File: src/rtl/grid_renderer.sv
// grid_renderer: Game-of-Life cell grid pixel generator with frame snapshot and 2-stage output pipeline
// Ports: clk/rst (async active-high), blank/hcount/vcount/hs_in/vs_in from the VGA timing generator,
//        grid_pack cell bits (row*GRID_W+col), pixel RRRGGGBB, hs_out/vs_out aligned to pixel,
//        frame_tick pulses when the grid snapshot is taken.
// Optional: define GRID_CURSOR_EN to add cursor_col/cursor_row and a green cursor-cell outline.
module grid_renderer #(
  parameter int GRID_W = 32,
  parameter int GRID_H = 32,
  parameter int CELL_PX = 15,
  parameter int X_OFF = 80,
  parameter int Y_OFF = 0,
  parameter logic [7:0] ALIVE_COL = 8'hFF,
  parameter logic [7:0] DEAD_COL = 8'h00,
  parameter logic [7:0] BORDER_COL = 8'hE0
) (
  input  logic clk,
  input  logic rst,
  input  logic blank,
  input  logic [10:0] hcount,
  input  logic [10:0] vcount,
  input  logic hs_in,
  input  logic vs_in,
  input  logic [GRID_W*GRID_H-1:0] grid_pack,
`ifdef GRID_CURSOR_EN
  input  logic [$clog2(GRID_W)-1:0] cursor_col,
  input  logic [$clog2(GRID_H)-1:0] cursor_row,
`endif
  output logic [7:0] pixel,
  output logic hs_out,
  output logic vs_out,
  output logic frame_tick
);
  localparam int N = GRID_W*GRID_H;
  localparam int IW = $clog2(N);
  localparam int CW = $clog2(GRID_W);
  localparam int RW = $clog2(GRID_H);
  localparam int SW = $clog2(CELL_PX);
  localparam logic [10:0] XL = 11'(X_OFF);
  localparam logic [10:0] XR = 11'(X_OFF + GRID_W*CELL_PX + 1);
  localparam logic [10:0] YT = 11'(Y_OFF);
  localparam logic [10:0] GWP = 11'(GRID_W*CELL_PX);
  localparam logic [10:0] GHP = 11'(GRID_H*CELL_PX);
  localparam logic [SW-1:0] SMAX = SW'(CELL_PX-1);
  localparam logic [CW-1:0] CMAX = CW'(GRID_W-1);
  localparam logic [IW-1:0] GW = IW'(GRID_W);
  logic [N-1:0] snap_q;
  logic [10:0] vcount_q, vy, hx;
  logic [SW-1:0] sub_x_q, sub_x_d, sub_y_q, sub_y_d;
  logic [CW-1:0] col_q, col_d;
  logic [RW-1:0] row_q, row_d;
  logic [IW-1:0] row_base_q, row_base_d, idx_d, idx1_q;
  logic line_chg, snap_take, vert_in, h_run, in_grid, at_border, x_wrap, y_wrap, y_clr, y_step, cur_d;
  logic frame_q, blank1_q, border1_q, grid1_q, cur1_q, hs1_q, vs1_q, hs_q, vs_q;
  logic [7:0] pixel_q;
  // Range checks use wrapping subtraction so an offset of 0 needs no special case.
  always_comb begin
    line_chg = vcount != vcount_q;
    snap_take = line_chg && vcount == 11'd0;
    vy = vcount - YT;
    hx = hcount - XL - 11'd1;
    vert_in = vy < GHP;
    h_run = hx < GWP;
    in_grid = vert_in && h_run;
    at_border = vert_in && (hcount == XL || hcount == XR);
    x_wrap = sub_x_q == SMAX;
    y_wrap = sub_y_q == SMAX;
    y_clr = line_chg && vcount == YT;
    y_step = line_chg && vert_in && !y_clr;
    sub_x_d = hcount == XL ? '0 : h_run ? (x_wrap ? '0 : sub_x_q + 1'b1) : sub_x_q;
    // col saturates on the last cell so it can never address past the row
    col_d = hcount == XL ? '0 : (h_run && x_wrap && col_q != CMAX) ? col_q + 1'b1 : col_q;
    sub_y_d = y_clr ? '0 : y_step ? (y_wrap ? '0 : sub_y_q + 1'b1) : sub_y_q;
    row_d = y_clr ? '0 : (y_step && y_wrap) ? row_q + 1'b1 : row_q;
    row_base_d = y_clr ? '0 : (y_step && y_wrap) ? row_base_q + GW : row_base_q;
    // vertical state is taken post-update so the first pixel of a line already sees its row
    idx_d = in_grid ? row_base_d + IW'(col_q) : '0;
  end
`ifdef GRID_CURSOR_EN
  logic [CW-1:0] cur_col_q;
  logic [RW-1:0] cur_row_q;
  always_ff @(posedge clk or posedge rst) begin
    if (rst) begin
      cur_col_q <= '0;
      cur_row_q <= '0;
    end else if (snap_take) begin
      cur_col_q <= cursor_col;
      cur_row_q <= cursor_row;
    end
  end
  assign cur_d = in_grid && col_q == cur_col_q && row_d == cur_row_q &&
                 (sub_x_q == '0 || sub_x_q == SMAX || sub_y_d == '0 || sub_y_d == SMAX);
`else
  assign cur_d = 1'b0;
`endif
  always_ff @(posedge clk or posedge rst) begin
    if (rst) begin
      snap_q <= '0;
      vcount_q <= '0;
      frame_q <= 1'b0;
      sub_x_q <= '0;
      col_q <= '0;
      sub_y_q <= '0;
      row_q <= '0;
      row_base_q <= '0;
      blank1_q <= 1'b1;
      border1_q <= 1'b0;
      grid1_q <= 1'b0;
      cur1_q <= 1'b0;
      idx1_q <= '0;
      hs1_q <= 1'b0;
      vs1_q <= 1'b0;
      pixel_q <= 8'h00;
      hs_q <= 1'b0;
      vs_q <= 1'b0;
    end else begin
      vcount_q <= vcount;
      if (snap_take) snap_q <= grid_pack;
      frame_q <= snap_take;
      sub_x_q <= sub_x_d;
      col_q <= col_d;
      sub_y_q <= sub_y_d;
      row_q <= row_d;
      row_base_q <= row_base_d;
      blank1_q <= blank;
      border1_q <= at_border;
      grid1_q <= in_grid;
      cur1_q <= cur_d;
      idx1_q <= idx_d;
      hs1_q <= hs_in;
      vs1_q <= vs_in;
      pixel_q <= blank1_q ? 8'h00 : border1_q ? BORDER_COL : !grid1_q ? 8'h00 :
                 cur1_q ? 8'h1C : snap_q[idx1_q] ? ALIVE_COL : DEAD_COL;
      hs_q <= hs1_q;
      vs_q <= vs1_q;
    end
  end
  assign pixel = pixel_q;
  assign hs_out = hs_q;
  assign vs_out = vs_q;
  assign frame_tick = frame_q;
endmodule

File: config.mk
export PLATFORM = sky130hd
export DESIGN_NAME = grid_renderer
export DESIGN_NICKNAME = d
export VERILOG_FILES = /design/src/rtl/grid_renderer.sv
export SDC_FILE = /design/constraint.sdc
export NUM_CORES = 2
export LEC_CHECK = 0
export ABC_AREA = 0
export CORE_AREA = 5 5 415 417
export DETAILED_ROUTE_END_ITERATION = 7
export DIE_AREA = 0 0 420 422
export GPL_TIMING_DRIVEN = 0
export MAX_ROUTING_LAYER = met4
export PLACE_DENSITY_LB_ADDON = 0.2
export SYNTH_ARGS = -nofsm -noshare
export SYNTH_HDL_FRONTEND = slang
export SYNTH_SLANG_ARGS = --single-unit
File: constraint.sdc
create_clock -name clk -period 50.3 [get_ports clk]
set_input_delay 5.03 -clock clk [delete_from_list [all_inputs] [get_ports clk]]
set_output_delay 5.03 -clock clk [all_outputs]
set_load 0.01 [all_outputs]
==> metrics.txt <==
status finished, final reports clean; global-route wire length before repair 309,000 um; Post-CTS Setup Repair Bufs 0; hold buffers post-CTS 0; WP data required just over 50,000 ps; detailed placement HPWL about 180,000 um; number of global-route vias before repair ~37,000; fraction of the mapped netlist area in adder cells less than 1%; Final ANT Viol Nets 0; Final Hold Vio Count 0; commonest non-fill, non-tap cells in the layout dfrtp_1 (1,077), clkdlybuf4s50_1 (1,061), mux2_2 (1,024); Crit Reg-Reg Endpoint pixel[4]; Clock power frac 48.7%; internal power between 1.5 and 2 mW; Setup-failing EPs final 0; Max Used Layer met4; fin cells between 6,000 and 7,000; register area share after synthesis between 50% and 60%; largest net degree at the start of global routing between 100 and 150; Main synth FF type dfrtp_1; initial antenna violation count ~130; clock-pin slew of the registers on the worst-case setup and hold paths around 60 ps; layout cells sized above 1 approximately 33%; GRT Total Usage between 20% and 30%; highest clock rate roughly 0.11 GHz; routed wire length approximately 230,000 um; Post-Synthesis Cell Area 0.0488 sq mm; initial core utilization just under 30%; largest family of logic cells by synthesized area multiplexers; reg2reg start idx1_q[1]; flops & latches, synth between 1,000 and 1,500; part of the power in combinational logic 7.7%; RePlAce Congestion 0.861; Final Cycle Share 18.4%; Critical Path Start vcount[2]; wire length on met2 around 120,000 um; placed cells roughly 6,600; sequential share of power 43.7%; Post-synth EDFFs 0; pwr/cell area about 30 mW/mm^2; fillers 16,100; endpoint type of the worst setup path flop; DRC Markers 0; met3 routed WL 12,900 um; via/cell ratio slightly above 5; Layout Nets approximately 5,600; complex-gate fraction of the synthesized area about 4.3%; syn avg cell area 14.8 sq um; Slew HR 3.72%; FFs w/ async S/R, synth 100%; initial drt markers around 2,700; max-slew violation count 0; Via Count approximately 35,000; Ys Warns 0; full die area about 0.18 sq mm; switching portion of total power about 23%; Overflow after GRT 0; Inserted Clock Buffers roughly 130; path depth of the worst reg2reg path 11; Core Area ~0.17 sq mm; htree depth 4; post-layout util approximately two fifths; Tmin final a little over 9000 ps; CTS tree built; Die Ht approximately 420 um; Synth Area in Simple Gates approximately 2.6%; hold crit path type flop to flop; largest fanout on the critical path 10; r2r setup slk approximately 45,000 ps; Max VDD drop around 0.028 mV; clock root buffer clkbuf_16; port bufs roughly 1,100; io pins 1,062; Synth Area in XOR/XNOR less than 1%; synth top area cells dfrtp_1 (55%), mux2_2 (24%), mux2i_1 (6.6%), mux4_2 (4.4%), a22oi_1 (2.8%); switching power about 470 uW; CP Launch Type input port; post_cts resized 0; post-synth cell types 64; die width approximately 420 um; Lkg Pwr between 20 and 30 nW; area of the multi-input gates about 0.021 sq mm; CP arrival between 9000 and 10,000 ps; Gate Count Post-Synth roughly 3,300; commonest non-fill, non-tap cell in the layout dfrtp_1; slew at the pin with the worst max-slew slack between 1000 and 1500 ps; metal1 wirelength ~94,000 um; DR WL/cell between 30 and 40 um; Detailed Routing Iterations Pass 1 5; RSZ-0062 raised after global routing no; std cell rows between 150 and 200; # clock sinks roughly 1,100; register area ~0.027 sq mm; Yosys top cell area share between 50% and 60%; Synth area leader dfrtp_1; MaxCap Viol Count 0; kind of critical path input port to flop; Syn Nets ~4,400; mux contribution to synthesized area between 30 and 40%; Fin Clk Skew between 30 and 40 ps; Clk Latency, worst-skew pair between 700 and 800 ps; maximum root-to-sink buffer count 3; Worst Setup EP idx1_q[9]; Area growth syn-to-layout 37.7%
per-layer routing:
metal	global-route usage [%]	vias up
met3	5.08	322
met1	31.6	18500
met2	44.3	1223
met5	-	-
met4	8.50	0
li1	-	14900
power by group through the flow:
stage | Sequential (mW) | Combinational (mW) | Clock, mW
final | 0.893 | 0.157 | 0.995
after global routing | 0.894 | 0.167 | 1.05
after CTS | 0.892 | 0.159 | 1.02
after detailed placement | 0.908 | 0.158 | 0
after global placement | 0.911 | 0.154 | 0
after floorplan | 0.907 | 0.0451 | 0
per-stage QoR:
stage          area [sq um]  setup TNS [ps]  power [mW]  hold slack [ps]  setup WS [ps]
2_1_floorplan         48800               0       0.952              331          14920
3_3_place_gp          62200         -303200        1.06              334           -545
3_5_place_dp          62600               0        1.07              341          40320
4_1_cts               67000               0        2.07              354          41100
5_1_grt               67300               0        2.11              356          40760
6_report              67300               0        2.04              351          41040
cell type report:
| class | instances | share of cell area [%] |
|---|---|---|
| buffer | 235 | 1.77 |
| tap | 2218 | 4.12 |
| clock buffer | 202 | 5.97 |
| sequential | 1078 | 40.1 |
| multi-input combinational | 1968 | 30.7 |
| inverter | 12 | 0.0781 |
| timing repair buffer | 1074 | 16.3 |
| clock inverter | 33 | 0.673 |
| antenna | 91 | 0.338 |
flip-flops by register name, indices dropped and copies added (netlist names):
signal and cells:
sub_y_q 4, col_q 5, snap_q 1024, idx1_q 10, vs1_q 1, pixel 2, grid1_q 1, border1_q 1
hs1_q 1, blank1_q 1, hs_out 1, frame_tick 1, row_base_q 10, vs_out 1, sub_x_q 4, vcount_q 11
how the worst min path moves through the flow:
| stage | from | to | cells after the start |
|---|---|---|---|
| global placement | hs1_q | hs_out | 0 |
| finish | vs1_q | vs_out | 0 |
| floorplan | hs1_q | hs_out | 0 |
| detailed placement | vs1_q | vs_out | 0 |
| CTS | vs1_q | vs_out | 0 |
| global route | vs1_q | vs_out | 0 |
cell usage after synthesis (all sizes together), types with 11 or more instances:
library cell / count
dfrtp: 1077
mux2: 1024
mux2i: 323
a22oi: 180
buf: 150
mux4: 96
clkbuf: 85
nand2: 45
nand4: 36
nor2: 24
nor3: 24
a21oi: 20
o21ai: 17
a221oi: 16
xor2: 16
nor2b: 14
a21o: 13
ha: 12
inv: 11
worst max-delay path: stages:
cell             delay (ps)
clkdlybuf4s50_1         470
nor4_1                  370
nand3_1                 200
a31oi_1                 710
clkbuf_1                510
clkbuf_1                670
nand2b_1                250
inv_1                    80
ha_1                    270
a21o_1                  190
a21o_1                  200
a21o_1                  180
a21oi_1                 230
nor2_1                   60
o21ai_0                 170
nor4_1                  130
mux2i_1                 160
cells by family (layout without fill, tap and decap cells):
kind of cell    Yosys count  after routing
xor+xnor                 23             23
compound gates          281            281
mux                    1443           1443
simple gates            208            208
other cells               0             91
fa+ha+maj                13             13
flops                  1078           1078
buf+inv                 247           1556
Power figures use the tool's default switching activity.
